==> src/rtl/g2b_conv.sv <==
// Registered Gray-to-binary converter with a one-word valid/ready output slot.
// Define G2B_DIR_EN to add a per-word dir input (1 = binary-to-Gray).
module g2b_conv #(
  parameter int WIDTH = 4
) (
  input  logic             clk,
  input  logic             rst_n,
  input  logic             in_valid,
  output logic             in_ready,
  input  logic [WIDTH-1:0] in,
  output logic             out_valid,
  input  logic             out_ready,
  output logic [WIDTH-1:0] out
`ifdef G2B_DIR_EN
  ,
  input  logic             dir
`endif
);

  logic [WIDTH-1:0] g2b_w;
  logic [WIDTH-1:0] b2g_w;
  logic [WIDTH-1:0] conv_w;
  logic             accept;

  // Prefix XOR from the MSB down: each binary bit is the parity of all Gray bits above and at it.
  always_comb begin : g2b_calc
    logic acc;
    acc   = 1'b0;
    g2b_w = '0;
    for (int i = WIDTH - 1; i >= 0; i--) begin
      acc      = acc ^ in[i];
      g2b_w[i] = acc;
    end
  end

  assign b2g_w = in ^ (in >> 1);

`ifdef G2B_DIR_EN
  assign conv_w = dir ? b2g_w : g2b_w;
`else
  assign conv_w = g2b_w;
`endif

  // Handshake: a word moves on any edge where valid && ready; the slot is free
  // when empty or draining this cycle, so in_ready is the only comb in->out path.
  assign in_ready = !out_valid || out_ready;
  assign accept   = in_valid && in_ready;

  always_ff @(posedge clk or negedge rst_n) begin
    if (!rst_n) begin
      out       <= '0;
      out_valid <= 1'b0;
    end else if (accept) begin
      out       <= conv_w;
      out_valid <= 1'b1;
    end else if (out_valid && out_ready) begin
      out_valid <= 1'b0;
    end
  end

endmodule

==> config.mk <==
export PLATFORM = sky130hd
export DESIGN_NAME = g2b_conv
export DESIGN_NICKNAME = d
export VERILOG_FILES = /design/src/rtl/g2b_conv.sv
export SDC_FILE = /design/constraint.sdc
export NUM_CORES = 1
export LEC_CHECK = 0
export ABC_AREA = 0
export CORE_AREA = 2 2 39 41
export CTS_CLUSTER_DIAMETER = 200
export DETAILED_ROUTE_END_ITERATION = 10
export DIE_AREA = 0 0 41 43
export PLACE_DENSITY = 0.45
export SLEW_MARGIN = 20
export SYNTH_ARGS = -nofsm -noshare
export SYNTH_HDL_FRONTEND = slang
export SYNTH_SLANG_ARGS = --single-unit
==> constraint.sdc <==
create_clock -name clk -period 0.95 [get_ports clk]
set_input_delay 0.19 -clock clk [delete_from_list [all_inputs] [get_ports clk]]
set_output_delay 0.19 -clock clk [all_outputs]
set_load 0.01 [all_outputs]
==> results.py <==
metrics = {
    "floorplan": {
        "std_cell_rows": 14,
        "initial_core_util_pct": 16.55,
        "die_area_sq_um": 1763,
        "core_outline_area_sq_um": 1384,
        "die-width_microns": 41,
        "ioPinCount": 14,
        "die_height_microns": 43,
    },
    "timing": {
        "finalHoldViolations": 0,
        "finalSetupViolCount": 6,
        "clock_tree_skew_after_final_layout_ns": 0.001502,
        "max_slew_margin_pct": 83.90,
        "worst_slack_ns": -0.1211,
        "worst_slew_pin_slew_ns": 0.2408,
        "finalCriticalPeriod_ns": 1.071,
        "grt_setup_unrepaired": "true",
        "layout_worst_path_cycle_share_pct": 112.7,
        "slew_viol_final": 0,
        "max_clock_freq_mhz": 933.6,
    },
    "global_route": {
        "gr-total-overflow": 0,
        "antenna_found_initial": 0,
        "globalRouteTotalUtil_pct": 9.485,
        "pin_count_of_the_biggest_net_entering_global_routing": 6,
        "grt_pass1_wl_microns": 986,
        "grt_pass1_vias": 245,
    },
    "job": {
        "count_of_max_cap_constraint_violations": 0,
    },
    "critical_path": {
        "rr_endpoint": "out[0]",
        "critical_path_class": "reg2reg",
        "timing.reg2reg.setup_slack_ns": -0.12,
        "crit_start": "out_valid",
        "highest_fanout_seen_on_the_critical_path": 4,
        "reg2regPathDepth": 4,
        "worstPathRequired_ns": 1.08,
        "worst-endpoint-arrival_ns": 1.20,
        "reg2reg_from": "out_valid",
        "cp-endpoint": "out[0]",
        "setup.worst_path.end_class": "flop",
        "worstSetupStartpointType": "flop",
    },
    "placement": {
        "numPlacedInstances": 46,
        "post_dp_cell_area_sq_um": 389.1,
        "globalplace.congestion": 0.5250,
        "buffer_ports.inserted": 13,
    },
    "synthesis": {
        "postSynthAreaPerCell_sq_um": 14.31,
        "synth-seq-cells": 5,
        "synthesis.yosys.warnings": 0,
        "synth.top_cell.area_share_pct": 54.64,
        "number_of_cells_produced_by_synthesis": 16,
        "synthDominantAreaCellType": "sky130_fd_sc_hd__dfrtp_1",
        "netlist_area_sq_um": 229.0,
        "dominant_register_cell_in_the_synthesized_netlist": "sky130_fd_sc_hd__dfrtp_1",
        "synthTopCellsByCount": "5 x sky130_fd_sc_hd__dfrtp_1, 2 x sky130_fd_sc_hd__mux2_1, 2 x sky130_fd_sc_hd__mux2_2, 2 x sky130_fd_sc_hd__nand2b_1, 2 x sky130_fd_sc_hd__xnor2_1",
        "synth-edff-count": 0,
        "syn-num-nets": 24,
        "post_synth_num_cell_types": 8,
        "synth_most_common_cell": "sky130_fd_sc_hd__dfrtp_1",
        "register_area_share_after_synthesis_pct": 54.64,
        "synthArstFlopShare_pct": 100.0,
        "netlist_top_cells_area": "sky130_fd_sc_hd__dfrtp_1 55%, sky130_fd_sc_hd__mux2_1 9.8%, sky130_fd_sc_hd__mux2_2 9.8%, sky130_fd_sc_hd__xnor2_1 7.7%, sky130_fd_sc_hd__xor2_2 7.1%",
    },
    "cells_and_area": {
        "multiInputGateArea_sq_um": 142.6,
        "nNetsFinal": 47,
        "final_cells": 54,
        "antenna_cells": 0,
        "area_growth_pct": 98.36,
        "seqCellArea_sq_um": 125.1,
        "fin_area_sq_um": 454.2,
        "drive_gt1_share_pct": 55.26,
        "num-fill-cells": 148,
    },
    "power": {
        "vdd_drop_max_mv": 0.4186,
        "power.switching_mw": 0.2154,
        "power.density_nw_per_um2": 1769,
        "pwr-share-seq_pct": 34.2,
        "leakagePower_nw": 0.2264,
        "pwr-share-comb_pct": 34.5,
        "switching_share_pct": 26.81,
        "internal_power_mw": 0.5880,
        "clock_power_share_pct": 31.4,
        "total_power_mw": 0.8035,
    },
    "clock_tree": {
        "cts_buffers": 3,
        "htreeDepth": 1,
        "clock-sinks": 5,
        "cts-root-to-sink-buffers": 2,
        "worstSkewPairLatency_ns": 0.25,
        "tritoncts": "done",
        "hold_buffers": 0,
        "clkSlewWorstSetupHoldPaths_ns": 0.04,
        "cts_root_buf": "sky130_fd_sc_hd__clkbuf_4",
    },
    "routing": {
        "drt_via_density": 3.870,
        "route.detailed.wl_per_inst_microns": 11.50,
        "num_vias": 209,
        "drcViolationCount": 0,
        "antenna_violating_nets_post_route": 0,
        "final_wirelength_microns": 621,
        "first_iter_violations": 1,
        "detailedRoute.firstPassIterationCount": 2,
    },
    "min_path": {
        "hold_path.class": "in2async",
    },
    "outcome": {
        "violations": "negative setup slack",
        "run_status": "finished, violations left",
    },
}
## logic make-up after synthesis
| family | count (synthesis) | synth area share [%] |
|---|---|---|
| mux | 4 | 19.67 |
| simple gates | 3 | 7.101 |
| flops | 5 | 54.64 |
| xor+xnor | 4 | 18.58 |
## final cells by class
cell class / count / area share, %
timing repair buffer: 18 / 30.85
tap: 16 / 4.408
sequential: 5 / 27.55
multi-input combinational: 11 / 31.40
clock buffer: 4 / 5.785
## power by group through the flow
stage,Clock (mW),Combinational (mW),Sequential [mW]
3_3_place_gp,0,0.222,0.276
5_1_grt,0.273,0.299,0.278
3_5_place_dp,0,0.227,0.279
6_report,0.252,0.277,0.275
4_1_cts,0.259,0.240,0.277
2_1_floorplan,0,0.0652,0.297
## critical path, cell delays in order, from the launching register on
cell	delay, ns
sky130_fd_sc_hd__dfrtp_1	0.40
sky130_fd_sc_hd__nand2b_4	0.08
sky130_fd_sc_hd__buf_6	0.11
sky130_fd_sc_hd__nand2_8	0.06
sky130_fd_sc_hd__mux2_4	0.30
## routing by layer
layer | part of all wire, % | GRT usage (%) | vias up
li1 | - | - | 95
met1 | 29 | 7.843 | 101
met2 | 59 | 14.37 | 9
met3 | 6.8 | 1.571 | 4
met4 | 5.0 | 14.00 | 0
met5 | 0 | 0 | -
## layout by cell type (no fill, tap or decap)
master	instances
sky130_fd_sc_hd__buf_2	6
sky130_fd_sc_hd__dfrtp_1	5
sky130_fd_sc_hd__mux2_4	4
sky130_fd_sc_hd__buf_4	4
sky130_fd_sc_hd__clkbuf_4	3
sky130_fd_sc_hd__clkdlybuf4s50_1	3
sky130_fd_sc_hd__dlygate4sd2_1	3
sky130_fd_sc_hd__xnor2_1	2
sky130_fd_sc_hd__nand2b_4	1
sky130_fd_sc_hd__nand2_8	1
sky130_fd_sc_hd__nand2b_1	1
sky130_fd_sc_hd__xor2_2	1
sky130_fd_sc_hd__xor2_1	1
sky130_fd_sc_hd__clkbuf_1	1
sky130_fd_sc_hd__dlymetal6s2s_1	1
sky130_fd_sc_hd__buf_6	1
## sequential cells by signal (all words and copies together) (netlist names)
register   cells
out            4
out_valid      1
## timing repair
action | 4_1_cts | 5_1_grt
buffers inserted | 1 | 3
gates resized for setup | 35 | 1
pin swaps | 2 | 0
hold endpoints to repair | 0 | 0
setup endpoints to repair | 10 | 10
## worst min-delay path by stage
stage	from	end	slack [ns]	depth (start not counted)
after CTS	rst_n	out[2]	0.18	1
after detailed placement	rst_n	out_valid	0.44	1
after floorplan	rst_n	out[0]	-0.11	0
after global routing	rst_n	out[2]	0.19	1
final	rst_n	out_valid	0.17	1
after global placement	rst_n	out_valid	0.43	1
## through the flow
step           setup WS (ns)  util [%]  hold WS (ns)  setup TNS (ns)
6_report             -0.1211     32.82        0.1704         -0.5927
5_1_grt              -0.1573     32.82        0.1930         -0.8538
4_1_cts              -0.1265     31.01        0.1799         -0.6545
3_5_place_dp         -0.5298     28.12        0.4401          -3.090
3_3_place_gp         -0.5222     28.12        0.4311          -2.984
2_1_floorplan        -0.1528         -       -0.1056         -0.5776
No activity file was read; power rests on OpenSTA's default activity.
